File: config.mk
export PLATFORM = sky130hd
export DESIGN_NAME = srv_mem_line_fill
export DESIGN_NICKNAME = d
export VERILOG_FILES = /design/src/rtl/srv_mem_line_fill.sv
export SDC_FILE = /design/constraint.sdc
export NUM_CORES = 1
export LEC_CHECK = 0
export CORE_AREA = 4 4 129 223
export DETAILED_ROUTE_END_ITERATION = 8
export DIE_AREA = 0 0 133 227
export DONT_BUFFER_PORTS = 1
export SKIP_CTS_REPAIR_TIMING = 1
export SYNTH_ARGS = -nofsm -noshare
export SYNTH_HDL_FRONTEND = slang
export SYNTH_SLANG_ARGS = --single-unit
File: constraint.sdc
create_clock -name clk -period 6.8 [get_ports clk]
set_input_delay 1.36 -clock clk [delete_from_list [all_inputs] [get_ports clk]]
set_output_delay 1.36 -clock clk [all_outputs]
set_load 0.02 [all_outputs]
File: src/rtl/srv_mem_line_fill.sv
// srv_mem_line_fill
// Line-fill controller between srv_icache and sm_rom. On a miss request it reads
// LINE_WORDS consecutive 32-bit words from a combinational, word-wide ROM, builds
// the line in a fill buffer and publishes it with a one-cycle response pulse.
// Build option SRV_MEM_PREFETCH_EN adds a one-line next-line prefetch buffer.
//
// state | meaning
// IDLE  | waiting for a request (or starting a prefetch after a response)
// FETCH | reading demand line words from the ROM
// RESP  | ext_rsp_o high for one cycle, ext_data_o holds the new line
// PREF  | reading the next line into the prefetch buffer (SRV_MEM_PREFETCH_EN only)
module srv_mem_line_fill #(
    parameter int LINE_WORDS = 4,
    parameter int ADDR_W     = 32,
    parameter int ROM_LAT    = 0
) (
    input  logic                     clk,
    input  logic                     rst_n,
    input  logic [ADDR_W-1:0]        ext_addr_i,
    input  logic                     ext_req_i,
    output logic                     ext_rsp_o,
    output logic [LINE_WORDS*32-1:0] ext_data_o,
    output logic [ADDR_W-1:0]        rom_addr_o,
    input  logic [31:0]              rom_data_i,
    output logic                     busy_o
);

    localparam int LINE_BYTES = LINE_WORDS * 4;
    localparam int CNT_W      = $clog2(LINE_WORDS);
    localparam int WAIT_W     = (ROM_LAT > 0) ? $clog2(ROM_LAT + 1) : 1;
    localparam int DATA_W     = LINE_WORDS * 32;

    localparam logic [WAIT_W-1:0] WAIT_LD  = WAIT_W'(ROM_LAT);
    localparam logic [CNT_W-1:0]  CNT_LAST = CNT_W'(LINE_WORDS - 1);
    localparam logic [ADDR_W-1:0] OFF_MASK = ADDR_W'(LINE_BYTES - 1);

`ifdef SRV_MEM_PREFETCH_EN
    localparam logic [ADDR_W-1:0] LINE_STEP = ADDR_W'(LINE_BYTES);
    typedef enum logic [1:0] {IDLE, FETCH, RESP, PREF} state_t;
`else
    typedef enum logic [1:0] {IDLE, FETCH, RESP} state_t;
`endif

    state_t              state_q, state_d;
    logic [ADDR_W-1:0]   fetch_base_q;
    logic [CNT_W-1:0]    cnt_q;
    logic [WAIT_W-1:0]   wait_q;
    logic [DATA_W-1:0]   fill_q;
    logic [DATA_W-1:0]   fill_next;
    logic [DATA_W-1:0]   data_q;
    logic [ADDR_W-1:0]   req_base;
    logic [ADDR_W-1:0]   word_addr;

    logic                load_fetch;
    logic                capture;
    logic                wait_dec;
    logic                commit_fill;

`ifdef SRV_MEM_PREFETCH_EN
    logic [ADDR_W-1:0]   pf_base_q;
    logic [DATA_W-1:0]   pf_data_q;
    logic                pf_valid_q;
    logic                pf_pending_q;
    logic [ADDR_W-1:0]   next_base;
    logic                load_pref;
    logic                commit_pf;
    logic                pf_done;
    logic                pf_clear;

    assign next_base = fetch_base_q + LINE_STEP;
`endif

    // Sub-line offset is dropped; the base is always line aligned, so the word
    // offset can be OR-ed in without carry.
    assign req_base  = ext_addr_i & ~OFF_MASK;
    assign word_addr = fetch_base_q | ADDR_W'({cnt_q, 2'b00});

    // Fill buffer with the current ROM word dropped into slot cnt_q.
    always_comb begin
        fill_next = fill_q;
        fill_next[32*int'(cnt_q) +: 32] = rom_data_i;
    end

    // State register.
    always_ff @(posedge clk) begin
        if (!rst_n) begin
            state_q <= IDLE;
        end else begin
            state_q <= state_d;
        end
    end

    // Next-state decode and datapath strobes.
    always_comb begin
        state_d     = state_q;
        load_fetch  = 1'b0;
        capture     = 1'b0;
        wait_dec    = 1'b0;
        commit_fill = 1'b0;
`ifdef SRV_MEM_PREFETCH_EN
        load_pref   = 1'b0;
        commit_pf   = 1'b0;
        pf_done     = 1'b0;
        pf_clear    = 1'b0;
`endif
        case (state_q)
            IDLE: begin
                if (ext_req_i) begin
`ifdef SRV_MEM_PREFETCH_EN
                    if (pf_valid_q && (req_base == pf_base_q)) begin
                        commit_pf = 1'b1;
                        state_d   = RESP;
                    end else begin
                        load_fetch = 1'b1;
                        state_d    = FETCH;
                    end
`else
                    load_fetch = 1'b1;
                    state_d    = FETCH;
`endif
                end
`ifdef SRV_MEM_PREFETCH_EN
                else if (pf_pending_q) begin
                    load_pref = 1'b1;
                    state_d   = PREF;
                end
`endif
            end
            FETCH: begin
                if (wait_q == '0) begin
                    capture = 1'b1;
                    if (cnt_q == CNT_LAST) begin
                        commit_fill = 1'b1;
                        state_d     = RESP;
                    end
                end else begin
                    wait_dec = 1'b1;
                end
            end
            RESP: begin
                state_d = IDLE;
            end
`ifdef SRV_MEM_PREFETCH_EN
            PREF: begin
                // A request for a different line wins over the speculative fill.
                if (ext_req_i && (req_base != fetch_base_q)) begin
                    load_fetch = 1'b1;
                    pf_clear   = 1'b1;
                    state_d    = FETCH;
                end else if (wait_q == '0) begin
                    capture = 1'b1;
                    if (cnt_q == CNT_LAST) begin
                        if (ext_req_i) begin
                            commit_fill = 1'b1;
                            state_d     = RESP;
                        end else begin
                            pf_done = 1'b1;
                            state_d = IDLE;
                        end
                    end
                end else begin
                    wait_dec = 1'b1;
                end
            end
`endif
            default: begin
                state_d = IDLE;
            end
        endcase
    end

    // Fill datapath: line base, word counter, ROM wait timer and line registers.
    always_ff @(posedge clk) begin
        if (!rst_n) begin
            fetch_base_q <= '0;
            cnt_q        <= '0;
            wait_q       <= '0;
            fill_q       <= '0;
            data_q       <= '0;
        end else begin
            if (load_fetch) begin
                fetch_base_q <= req_base;
                cnt_q        <= '0;
                wait_q       <= WAIT_LD;
            end
`ifdef SRV_MEM_PREFETCH_EN
            else if (load_pref) begin
                fetch_base_q <= next_base;
                cnt_q        <= '0;
                wait_q       <= WAIT_LD;
            end else if (commit_pf) begin
                // Track the served line so the following prefetch targets its successor.
                fetch_base_q <= req_base;
            end
`endif
            else if (capture) begin
                cnt_q  <= cnt_q + 1'b1;
                wait_q <= WAIT_LD;
                fill_q <= fill_next;
            end else if (wait_dec) begin
                wait_q <= wait_q - 1'b1;
            end

            if (commit_fill) begin
                data_q <= fill_next;
            end
`ifdef SRV_MEM_PREFETCH_EN
            else if (commit_pf) begin
                data_q <= pf_data_q;
            end
`endif
        end
    end

`ifdef SRV_MEM_PREFETCH_EN
    // Prefetch buffer bookkeeping; the buffer never drives ext_data_o directly.
    always_ff @(posedge clk) begin
        if (!rst_n) begin
            pf_base_q    <= '0;
            pf_data_q    <= '0;
            pf_valid_q   <= 1'b0;
            pf_pending_q <= 1'b0;
        end else begin
            if (load_pref) begin
                pf_base_q  <= next_base;
                pf_valid_q <= 1'b0;
            end else if (pf_clear || commit_pf) begin
                pf_valid_q <= 1'b0;
            end else if (pf_done) begin
                pf_data_q  <= fill_next;
                pf_valid_q <= 1'b1;
            end

            if (state_q == RESP) begin
                pf_pending_q <= 1'b1;
            end else if (load_fetch || load_pref) begin
                pf_pending_q <= 1'b0;
            end
        end
    end
`endif

    assign ext_rsp_o  = (state_q == RESP);
    assign busy_o     = (state_q != IDLE);
    assign ext_data_o = data_q;
`ifdef SRV_MEM_PREFETCH_EN
    assign rom_addr_o = ((state_q == FETCH) || (state_q == PREF)) ? word_addr : '0;
`else
    assign rom_addr_o = (state_q == FETCH) ? word_addr : '0;
`endif

endmodule

==> reports/qor.csv <==
metric;value;unit
setup_viol;0;
wl_met2;15700;um
ir_worst_vdd;0.186;mV
leakagePower;3.86;nW
tightest_slew;1130;ps
grtUsageTotal;20.4;%
synth_top_family_by_area;compound AO/OA/AOI/OAI gates;
drc;0;
synthAdderAreaFrac;0.588;%
wl_per_cell;20.9;um
synth_compound_area_share;23.9;%
postSynthCellCount;1250;
cts_tree;done;
yosysSeqAreaShare;48.3;%
start_kind;register;
area_delta_synth_final;6.67;%
die_area;30200;um^2
yosysTopAreaCell;dfxtp_1;
die_h;227;um
totalWireLength;32200;um
preCtsSetupSlack;3550;ps
status;finished, final reports clean;
min_period_over_period;55.3;%
synth_cell_types;45;
clock_path_buffers;3;
cp-end-kind;output pin;
root_buffer;clkbuf_16;
drive_above_1_share;7.82;%
worstPathArrival;2400;ps
hold_violations;0;
grt_overflow_total;0;
start_util;39.7;%
crit_type;reg2out;
p_per_area;277;nW/um^2
synth.area.mux_share;0.0940;%
synthTopCellsByCount;257 x dfxtp_1, 251 x nand2_1, 124 x a21oi_1, 74 x o21ai_0, 72 x o22ai_1;
yosys_most_used_dff;dfxtp_1;
grt_pass1_wl;48700;um
relSlewSlack;24.5;%
num_vias;8573;
syn_avg_cell_area;8.52;um^2
drtIter0Drc;601;
nNetsFinal;1231;
post-synth-top-area-fraction;48.3;%
wl_met1;12200;um
fmax;266;MHz
worst_slack;3040;ps
post-route-util;42.4;%
setup-tns-final;0;ps
synthSimpleGateAreaFrac;19.9;%
die_x;133;um
nFillCells;2656;
core_area;26800;um^2
ios;229;
top_layer;met4;
grt_pass1_vias;8032;
finClkSkew;24.3;ps
firstDrtPassIters;4;
async_flop_share;0;%
clkLatencyLatePin;540;ps
synthXorXnorAreaFrac;0.0823;%
num_rows;79;
dp_hpwl;20300;um
portBuffers;0;
grt_start_max_net_pins;292;
min_path_type;reg2reg;
route.met3.wl;2390;um
period_needed;3760;ps
synth.most_common_cell;dfxtp_1;
path_clk_slew;70;ps
antenna_left;0;
synth_warnings;0;
maxCapViolCount;0;
syn_area;10600;um^2
cp_max_fo;32;
synth_edf_count;0;
cts_sinks;257;
finalMaxSlewViolations;0;
total_power;3.15;mW
place.gp.congestion;0.776;
yosys-top-cells-area;dfxtp_1 48%, nand2_1 8.9%, a21oi_1 5.8%, o22ai_1 4.2%, nor2b_1 3.8%;
ys_ff_latch;257;
rsz0062_at_grt;no;
diodes;0;
vias_per_cell;5.57;
worstPathRequired;5440;ps
antenna_found_initial;0;
htree_num_levels;1;
cts_inserted_buffers;25;
[routing by layer]
layer  global-route usage (%)  vias up
met5                        0        -
met4                     11.8        0
met3                     5.09       85
met2                     35.0      274
met1                     23.1     4064
li1                         -     4150
[metrics by stage]
step	cells	hold slack, ps	instance area [um^2]
6_report	1540	444	11400
5_1_grt	1540	461	11400
4_1_cts	1540	446	11400
3_5_place_dp	1496	437	10500
3_3_place_gp	1496	433	10500
2_1_floorplan	1251	426	10600
[cell families after synthesis]
logic type,Yosys count
flops,257
other cells,1
xor+xnor,1
simple gates,436
buf+inv,134
fa+ha+maj,5
mux,1
compound gates,415
[cell type report]
class                           count  area, um^2  share of cell area (%)
Clock buffer                       35         723                    6.37
Multi-Input combinational cell    860        4830                    42.5
Clock inverter                      9         110                   0.970
Inverter                            5        18.8                   0.165
Timing Repair Buffer               10        75.1                   0.661
Sequential cell                   257        5140                    45.3
Tap cell                          364         455                    4.01
[sequential cells by signal, indices dropped and copies added, names as in the netlist]
signal and flops:
fill_q 96, wait_q 1, cnt_q 2, state_q 2, ext_data_o 128, fetch_base_q 28
[worst max-delay path: stages (launching register included)]
cell and delay (ps):
dfxtp_1 590, nor2b_2 890, and2_1 370
[where the power goes]
part           internal (mW)  switching (mW)  total, mW
clock                  0.818           0.604       1.42
combinational         0.0576           0.126      0.184
sequential              1.53          0.0139       1.54
total                   2.40           0.744       3.15
[final timing paths]
kind              start               to  slack [ps]  cells past startpoint
min reg2reg  fill_q[11]       fill_q[11]         440                      2
min          fill_q[11]       fill_q[11]         440                      2
max reg2reg    cnt_q[0]  ext_data_o[100]        3570                      6
max          state_q[0]   rom_addr_o[10]        3040                      2
[cell usage in the layout, fill, tap and decap left out, drive strengths merged, types with 2 or more instances in the layout]
cell      count
a21boi       61
a21oi       124
a31oi        36
and2         31
and4bb        3
buf          10
bufinv        2
clkbuf       35
clkinv        4
clkinvlp      3
conb          2
dfxtp       257
ha            5
inv           5
nand2       252
nand3        64
nand3b        4
nor2          2
nor2b        65
nor3b         4
nor4bb        4
o21ai        97
o22ai        96
Power figures use the tool's default switching activity.
